==> config.mk <==
export PLATFORM = sky130hd
export DESIGN_NAME = hub75_bcm_scheduler
export DESIGN_NICKNAME = d
export VERILOG_FILES = /design/src/rtl/hub75_bcm_scheduler.sv
export SDC_FILE = /design/constraint.sdc
export NUM_CORES = 1
export LEC_CHECK = 0
export CORE_MARGIN = 2
export CORE_UTILIZATION = 30
export CTS_CLUSTER_DIAMETER = 80
export DETAILED_ROUTE_END_ITERATION = 7
export GPL_TIMING_DRIVEN = 0
export PLACE_DENSITY_LB_ADDON = 0.3
export SLEW_MARGIN = 0
export SYNTH_ARGS = -nofsm -noshare
export SYNTH_HDL_FRONTEND = slang
export SYNTH_SLANG_ARGS = --single-unit
==> constraint.sdc <==
create_clock -name clk_in -period 6.75 [get_ports clk_in]
set_clock_uncertainty 0.15 [all_clocks]
set_input_delay 1.0125 -clock clk_in [delete_from_list [all_inputs] [get_ports clk_in]]
set_output_delay 1.0125 -clock clk_in [all_outputs]
set_load 0.005 [all_outputs]
==> src/rtl/hub75_bcm_scheduler.sv <==
// HUB75 panel scan scheduler with binary-coded modulation.
// Shifts one bit-plane per row, latches it, then holds OE for a plane-weighted time.
module hub75_bcm_scheduler #(
  parameter int SCREEN_WIDTH = 32,
  parameter int SCREEN_DEPTH = 16,
  parameter int COLOR_BITS   = 4,
  parameter int BASE_ON      = SCREEN_WIDTH + 1
) (
  input  logic                    clk_in,
  input  logic                    rst_n,
  input  logic                    locked,
  input  logic                    swap_req,
  output logic                    rd_en,
  output logic [$clog2(SCREEN_DEPTH)+$clog2(SCREEN_WIDTH):0] rd_addr,
  input  logic [6*COLOR_BITS-1:0] rd_data,
  output logic                    R1_data,
  output logic                    G1_data,
  output logic                    B1_data,
  output logic                    R2_data,
  output logic                    G2_data,
  output logic                    B2_data,
  output logic                    A,
  output logic                    B,
  output logic                    C,
  output logic                    D,
  output logic                    E,
  output logic                    clk_out,
  output logic                    LAT,
  output logic                    OE_N,
  output logic                    buf_sel,
  output logic                    swap_ack,
  output logic                    frame_done
);

  localparam int CW = $clog2(SCREEN_WIDTH);
  localparam int RW = $clog2(SCREEN_DEPTH);
  localparam int PW = (COLOR_BITS > 1) ? $clog2(COLOR_BITS) : 1;
  localparam int AW = 1 + RW + CW;
  localparam int ON_MAX = BASE_ON << (COLOR_BITS - 1);
  localparam int SH_MAX = 2 * SCREEN_WIDTH + 2;
  localparam int CNT_W = $clog2(((ON_MAX > SH_MAX) ? ON_MAX : SH_MAX) + 1);

  localparam logic [CNT_W-1:0] SH_END   = CNT_W'(2 * SCREEN_WIDTH + 1);
  localparam logic [CNT_W-1:0] CLK_LAST = CNT_W'(2 * SCREEN_WIDTH);
  localparam logic [CNT_W-1:0] PIX_LAST = CNT_W'(2 * SCREEN_WIDTH - 1);
  localparam logic [CNT_W-1:0] RD_LAST  = CNT_W'(2 * SCREEN_WIDTH - 2);
  localparam logic [CNT_W-1:0] CNT_TWO  = CNT_W'(2);
  localparam logic [CNT_W-1:0] CNT_ONE  = CNT_W'(1);
  localparam logic [PW-1:0]    P_LAST   = PW'(COLOR_BITS - 1);
  localparam logic [RW-1:0]    R_LAST   = RW'(SCREEN_DEPTH - 1);

  typedef enum logic [1:0] {
    IDLE,
    SHIFT,
    LATCH,
    DISPLAY
  } state_t;

  state_t           state_q, state_d;
  logic [CNT_W-1:0] cnt_q, cnt_d;
  logic [RW-1:0]    row_q, row_d;
  logic [PW-1:0]    plane_q, plane_d;
  logic             rd_en_q, rd_en_d;
  logic [AW-1:0]    rd_addr_q, rd_addr_d;
  logic [5:0]       pix_q, pix_d;
  logic [4:0]       addr_q, addr_d;
  logic             clk_out_q, clk_out_d;
  logic             lat_q, lat_d;
  logic             oe_n_q, oe_n_d;
  logic             buf_sel_q, buf_sel_d;
  logic             pend_q, pend_d;
  logic             swap_ack_q, swap_ack_d;
  logic             frame_done_q, frame_done_d;
  logic [CNT_W-1:0] tn;
  logic [CNT_W-1:0] on_last;

  // Next-state and next-output computation for the scan sequencer.
  always_comb begin
    state_d      = state_q;
    cnt_d        = cnt_q;
    row_d        = row_q;
    plane_d      = plane_q;
    rd_en_d      = 1'b0;
    rd_addr_d    = rd_addr_q;
    pix_d        = pix_q;
    addr_d       = addr_q;
    clk_out_d    = 1'b0;
    lat_d        = 1'b0;
    oe_n_d       = 1'b1;
    buf_sel_d    = buf_sel_q;
    swap_ack_d   = 1'b0;
    frame_done_d = 1'b0;
    pend_d       = pend_q | swap_req;
    tn           = cnt_q + CNT_ONE;
    on_last      = (CNT_W'(BASE_ON) << plane_q) - CNT_ONE;
    if (!locked) begin
      state_d = IDLE;
      cnt_d   = '0;
      row_d   = '0;
      plane_d = '0;
    end else begin
      unique case (state_q)
        IDLE: begin
          state_d   = SHIFT;
          cnt_d     = '0;
          rd_en_d   = 1'b1;
          rd_addr_d = {buf_sel_q, row_q, CW'(0)};
        end
        SHIFT: begin
          cnt_d = tn;
          if (!cnt_q[0] && cnt_q >= CNT_TWO && cnt_q <= CLK_LAST)
            clk_out_d = 1'b1;
          if (cnt_q[0] && cnt_q <= PIX_LAST) begin
            for (int ch = 0; ch < 6; ch++)
              pix_d[ch] = rd_data[ch*COLOR_BITS + int'(plane_q)];
          end
          if (!tn[0] && tn <= RD_LAST) begin
            rd_en_d   = 1'b1;
            rd_addr_d = {buf_sel_q, row_q, tn[CW:1]};
          end
          if (cnt_q == SH_END) begin
            state_d = LATCH;
            cnt_d   = '0;
            lat_d   = 1'b1;
            addr_d  = 5'(row_q);
          end
        end
        LATCH: begin
          state_d = DISPLAY;
          cnt_d   = '0;
          oe_n_d  = 1'b0;
        end
        DISPLAY: begin
          if (cnt_q == on_last) begin
            state_d = SHIFT;
            cnt_d   = '0;
            rd_en_d = 1'b1;
            if (plane_q != P_LAST) begin
              plane_d = plane_q + PW'(1);
            end else begin
              plane_d = '0;
              if (row_q == R_LAST) begin
                row_d        = '0;
                frame_done_d = 1'b1;
                if (pend_q) begin
                  buf_sel_d  = ~buf_sel_q;
                  swap_ack_d = 1'b1;
                  pend_d     = 1'b0;
                end
              end else begin
                row_d = row_q + RW'(1);
              end
            end
            rd_addr_d = {buf_sel_d, row_d, CW'(0)};
          end else begin
            cnt_d  = cnt_q + CNT_ONE;
            oe_n_d = 1'b0;
          end
        end
      endcase
    end
  end

  // State and registered outputs; reset drives the panel dark.
  always_ff @(posedge clk_in or negedge rst_n) begin
    if (!rst_n) begin
      state_q      <= IDLE;
      cnt_q        <= '0;
      row_q        <= '0;
      plane_q      <= '0;
      rd_en_q      <= 1'b0;
      rd_addr_q    <= '0;
      pix_q        <= '0;
      addr_q       <= '0;
      clk_out_q    <= 1'b0;
      lat_q        <= 1'b0;
      oe_n_q       <= 1'b1;
      buf_sel_q    <= 1'b0;
      pend_q       <= 1'b0;
      swap_ack_q   <= 1'b0;
      frame_done_q <= 1'b0;
    end else begin
      state_q      <= state_d;
      cnt_q        <= cnt_d;
      row_q        <= row_d;
      plane_q      <= plane_d;
      rd_en_q      <= rd_en_d;
      rd_addr_q    <= rd_addr_d;
      pix_q        <= pix_d;
      addr_q       <= addr_d;
      clk_out_q    <= clk_out_d;
      lat_q        <= lat_d;
      oe_n_q       <= oe_n_d;
      buf_sel_q    <= buf_sel_d;
      pend_q       <= pend_d;
      swap_ack_q   <= swap_ack_d;
      frame_done_q <= frame_done_d;
    end
  end

  assign rd_en      = rd_en_q;
  assign rd_addr    = rd_addr_q;
  assign R1_data    = pix_q[0];
  assign G1_data    = pix_q[1];
  assign B1_data    = pix_q[2];
  assign R2_data    = pix_q[3];
  assign G2_data    = pix_q[4];
  assign B2_data    = pix_q[5];
  assign A          = addr_q[0];
  assign B          = addr_q[1];
  assign C          = addr_q[2];
  assign D          = addr_q[3];
  assign E          = addr_q[4];
  assign clk_out    = clk_out_q;
  assign LAT        = lat_q;
  assign OE_N       = oe_n_q;
  assign buf_sel    = buf_sel_q;
  assign swap_ack   = swap_ack_q;
  assign frame_done = frame_done_q;

endmodule

After elaboration in Yosys (flattened, before gate mapping)
Cells that the tools add are included.
- logic and storage cells: 134
- output and inout port bits: 28
- bits of input ports: 28
- bits in registers: 45
- shift operators: 1
- muxes and demuxes: 69
- add/sub/neg operators: 9
- reductions and logical operators: 15
- bitwise logic cells: 2
- eq/ne operators: 13
- order comparisons: 10
- operators with widths (operator ; number):
    1-bit two-way mux ; 41
    10-bit one-hot mux with 3 select lines ; 1
    9-bit two-way mux ; 3
    9-bit one-hot mux with 3 select lines ; 1
    1-bit binary-select mux with 5-bit select ; 5
    10-bit two-way mux ; 2
    4-bit two-way mux ; 5
    9-bit by 6-bit less-or-equal comparator with 1-bit output (second input constant) ; 2
    2-bit two-way mux ; 7
    5-bit by 2-bit adder with 6-bit output (first input constant) ; 2
    5-bit by 6-bit < comparator with 1-bit output (second input constant) ; 2
    6-bit < comparator (second input constant) ; 2
    4-bit by 2-bit adder with 5-bit output (first input constant) ; 2
    9-bit by 1-bit adder with 9-bit output (second input constant) ; 1
    9-bit by 7-bit equality test with 1-bit output (second input constant) ; 1
    9-bit equality test ; 1
    9-bit by 2-bit >= comparator with 1-bit output (second input constant) ; 1
    9-bit by 7-bit less-or-equal comparator with 1-bit output (second input constant) ; 1
    3-bit AND reduction ; 3
    6-bit by 2-bit left shift with 9-bit output (first input constant) ; 1
    9-bit by 1-bit subtractor with 9-bit output (second input constant) ; 1
    2-bit one-hot mux with 4 select lines ; 1
    2-bit by 6-bit < comparator with 1-bit output (second input constant) ; 1
    4-bit by 6-bit < comparator with 1-bit output (second input constant) ; 1
    21 further kinds ; 31

Logic depth before layout (Yosys ltp)
- depth in word-level cells: 7
- depth in mapped cells: 12

Least setup slack after synthesis
No wires, ideal clock.
- kind: reg-to-reg
- start point: register plane_q[0]
- end point: register plane_q[1]
- buffers on the path: 1
- setup time: 0.121 ns
- slack: 3.731 ns
- cell stages (with the launch flop): 12
- data required time: 6.479 ns
- data arrival time: 2.748 ns
- period minus slack after synthesis: 3.019 ns
- cells stage by stage: dfrtp_1 -> clkbuf_1 -> inv_1 -> ha_1 -> inv_1 -> ha_1 -> xor2_1 -> nand4_1 -> a211oi_1 -> nand2_1 -> mux2i_1 -> nor2_1
- longest elaborated chain between the ends: 5
- ends and longest elaborated chain (what ; line ; RTL):
    start: declaration ; 62 ; logic [PW-1:0] plane_q, plane_d;
    start signal: assignment ; 186 ; plane_q <= plane_d;
    6-bit by 2-bit left shift with 9-bit output (tied with other cells) ; 95 ; on_last = (CNT_W'(BASE_ON) << plane_q) - CNT_ONE;
    9-bit by 1-bit subtractor with 9-bit output or 2-bit two-way mux (tied branches) ; 95, 138 ;
    9-bit equality test or 2-bit two-way mux (tied branches) ; 134 ; if (cnt_q == on_last) begin
    2-bit by 1-bit != test with 1-bit output (no line) or 2-bit two-way mux (tied branches) ; n/a ;
    2-bit AND reduction (no line) or 2-bit two-way mux (tied branches) ; n/a ;
Parallel ways exist; a longest one is shown, timed or not. The select of a mux whose other input is x is not followed.
A chain may end at the register's enable or synchronous reset.

Final worst setup path
- start point: register plane_q[0]
- end point: register plane_q[0]
The elaborated chain is that of the path after synthesis.

==> results.toml <==
[outcome]
outcome = "complete, no violations"

[timing]
finalSetupTns_ns = 0
timing_hold_violations_final = 0
timing.max_slew.rel_slack_pct = 29.26
worstMarginPinSlew_ns = 1.055
grt_setup_unrepaired = "false"
fin_crit_period_ns = 3.762
setup_viol_count_final = 0
final-max-slew-violation-count = 0
fmax_ghz = 0.2658
fin_crit_sh_pct = 55.73

[floorplanning]
dieArea_um2 = 9401
die_width_um = 96.96
die_h_um = 96.96
std_cell_rows = 33
io_pins = 56
core_region_area_um2 = 8299
initial_utilization_pct = 31.24

[critical_path]
crit_arrival_ns = 3.79
critical_path.cell_chain = "clkbuf_1, inv_1, ha_1, inv_1, ha_1, xor2_1, nand4_1, a211oi_1, nand2_1, xnor2_1, nor2_1"
worst_r2r_startpoint = "plane_q[0]"
critical_path.slowest_cell = "a211oi_1"
cp_top_family = "compound AO/OA/AOI/OAI gates"
cp.required_ns = 6.78
timing.reg2reg.setup_slack_ns = 2.99
worst-r2r-cell-count = 11
r2r-end = "plane_q[0]"
setup.worst_path.class = "reg2reg"
path_max_fanout = 9
critical_path.n_buffers_inverters = 3
critPathCaptureType = "flip-flop"
worst_path_largest_cell_delay_ns = 0.89
worst_setup_path_start_kind = "flip-flop"

[detailed_routing]
dr.pass1.iters = 4
route.detailed.vias_per_inst = 4.960
drt-wirelength-per-cell_um = 13.80
initialDrtViolationCount = 71
route.final.wire_length_mm = 5.853
drtAntennaViolNets = 0
drc_errors = 0
total_vias_in_the_final_route = 2103

[synthesis]
synth_top_area_share_pct = 42.47
mappedNetlistArea_um2 = 2592
syn_nets = 300
synth_edf_count = 0
yosys_warnings = 0
post-synth-top-area-cell = "dfrtp_1"
postSynthAreaPerCell_um2 = 10.09
synthArstFlopShare_pct = 100.0
syn_inst = 257
synth_cell_types = 52
synth_top_flop_cell = "dfrtp_1"
synth_sequential_area_ratio_pct = 43.48
synth_top_cells_by_area = "dfrtp_1 42%, ha_1 7.2%, mux4_2 5.2%, nand2_1 4.1%, mux2_2 3.9%"
ys_seq_elements = 45

[placement]
place.port_buffers = 53
dp.final_hpwl_mm = 4.433
gpl.final_weighted_congestion = 0.8415
post_dp_cell_area_um2 = 3277
place_inst = 416

[clock_network]
clk_path_buf_depth = 2
ctsResizeCount = 0
tritoncts_clock_tree = "built"
clkSinkCount = 45
ctsHoldBuffers = 0
clock_insertion_delay_at_the_later_pin_of_the_skew_report_ns = 0.30
post-cts-setup-buffer-count = 0
register_clock_pin_slew_on_the_reported_worst_setup_and_hold_paths_ns = 0.08
root_buffer = "clkbuf_8"
cts_inserted_buffers = 5
cts.htree.levels = 2

[cells_and_area]
fin_area_um2 = 3393
multi_input_comb_area_um2 = 1354
n_fill_cell = 794
area_growth_pct = 30.89
drive_gt1_share_pct = 10.97
register_area_um2 = 1127
layout.cells.non_filler = 424
final_core_util_pct = 40.89
insertedDiodeCount = 0
finish.net_count = 361

[grt]
grt_pass1_vias = 2063
track_usage_pct = 12.74
grt_antenna_before_repair = 0
grt_pass1_wl_mm = 9.977
grt_start_max_net_pins = 25
globalRoute.totalOverflow = 0

[pwr]
cellPowerDensity_nw_per_um2 = 211.5
power.ir.vdd_worst_mv = 0.09519
power.leakage_nw = 1.452
power.total_mw = 0.7175

[run]
max-cap-violations = 0

[min_path]
min_path_type = "reg2reg"
startpoint_of_the_most_critical_hold_path = "addr_q[0]"
min_delay_worst_endpoint = "addr_q[0]"
whs_path_depth = 2
cell usage in the layout, fill, tap and decap left out, drive strengths merged, types with 3 or more instances in the layout:
cell type      instances
inv                   14
mux2                   9
nand4                  5
buf                    5
mux2i                  3
nor2                  26
nand2                 28
a21oi                  6
ha                    15
dfrtp                 44
or2                    3
xor2                   8
clkbuf                16
clkdlybuf4s50         52
nand3                 12
o21ai                 13
mux4                   6
nor3                   3
a2bb2oi                5
o31ai                  5
xnor2                  9
cell type report:
class | count | area share [%]
inverter | 15 | 1.659
clock buffer | 7 | 2.544
tap | 105 | 3.872
multi-input combinational | 185 | 39.90
buffer | 12 | 1.622
clock inverter | 1 | 0.8850
timing repair buffer | 54 | 16.30
sequential | 45 | 33.22
worst max-delay path by stage:
stage	from	end	slack, ns	cells after the start
floorplan	plane_q[0]	plane_q[1]	3.73	11
global placement	plane_q[0]	plane_q[0]	3.01	11
detailed placement	plane_q[0]	cnt_q[4]	2.92	11
CTS	plane_q[0]	cnt_q[4]	2.89	11
global route	plane_q[0]	cnt_q[4]	2.60	11
finish	plane_q[0]	plane_q[0]	2.99	11
worst register-to-register path, cell delays in order (launching register included):
cell and delay [ns]:
dfrtp_1 0.41, clkbuf_1 0.46, inv_1 0.23, ha_1 0.28, inv_1 0.06, ha_1 0.23
xor2_1 0.14, nand4_1 0.14, a211oi_1 0.89, nand2_1 0.37, xnor2_1 0.24, nor2_1 0.05
kinds of logic (layout without fill, tap and decap cells):
| family | count (synthesis) | after routing | synth area share [%] |
|---|---|---|---|
| simple gates | 89 | 89 | 16.41 |
| compound gates | 45 | 45 | 12.40 |
| flops | 45 | 45 | 43.48 |
| buf+inv | 27 | 89 | 4.295 |
| mux | 18 | 18 | 10.28 |
| xor+xnor | 17 | 17 | 5.744 |
| fa+ha+maj | 15 | 15 | 7.239 |
| other cells | 1 | 1 | 0.1446 |
report_power, final:
part	internal [mW]	switching (mW)
sequential	0.302	0.0227
combinational	0.104	0.0769
clock	0.121	0.0912
cells in the mapped netlist (3+ instances only):
cell and n:
inv_1 14, ha_1 15, nor2_1 26, xnor2_1 9, xor2_1 8, nand3_1 12, mux2_2 9, nand2_1 28
clkbuf_1 8, mux4_2 6, nand4_1 4, o21ai_0 12, o31ai_1 5, a2bb2oi_1 5, mux2i_1 3, a21oi_1 5
nor3_1 3, dfrtp_1 44
state kept, by name, summed over array words and instances, names as in the netlist:
signal / count
clk_out: 1
rd_en: 1
pix_q: 6
addr_q: 4
cnt_q: 9
swap_ack: 1
frame_done: 1
LAT: 1
plane_q: 2
pend_q: 1
rd_addr: 10
row_q: 4
buf_sel: 1
OE_N: 1
state_q: 2
per-layer routing:
| metal | track usage [%] | wire length, µm | vias up |
|---|---|---|---|
| met5 | 0 | 0 | - |
| met4 | 2.600 | 54 | 0 |
| met3 | 3.324 | 289 | 5 |
| met2 | 20.73 | 2760 | 53 |
| met1 | 17.22 | 2749 | 1019 |
| li1 | - | - | 1026 |
per-stage QoR:
| step | hold slack (ns) | setup slack, ns |
|---|---|---|
| 6_report | 0.3257 | 2.988 |
| 5_1_grt | 0.3561 | 2.600 |
| 4_1_cts | 0.3354 | 2.893 |
| 3_5_place_dp | 0.3146 | 2.921 |
| 3_3_place_gp | 0.3121 | 3.008 |
| 2_1_floorplan | 0.3199 | 3.731 |
Note: power is estimated with default switching activity, not from simulation.
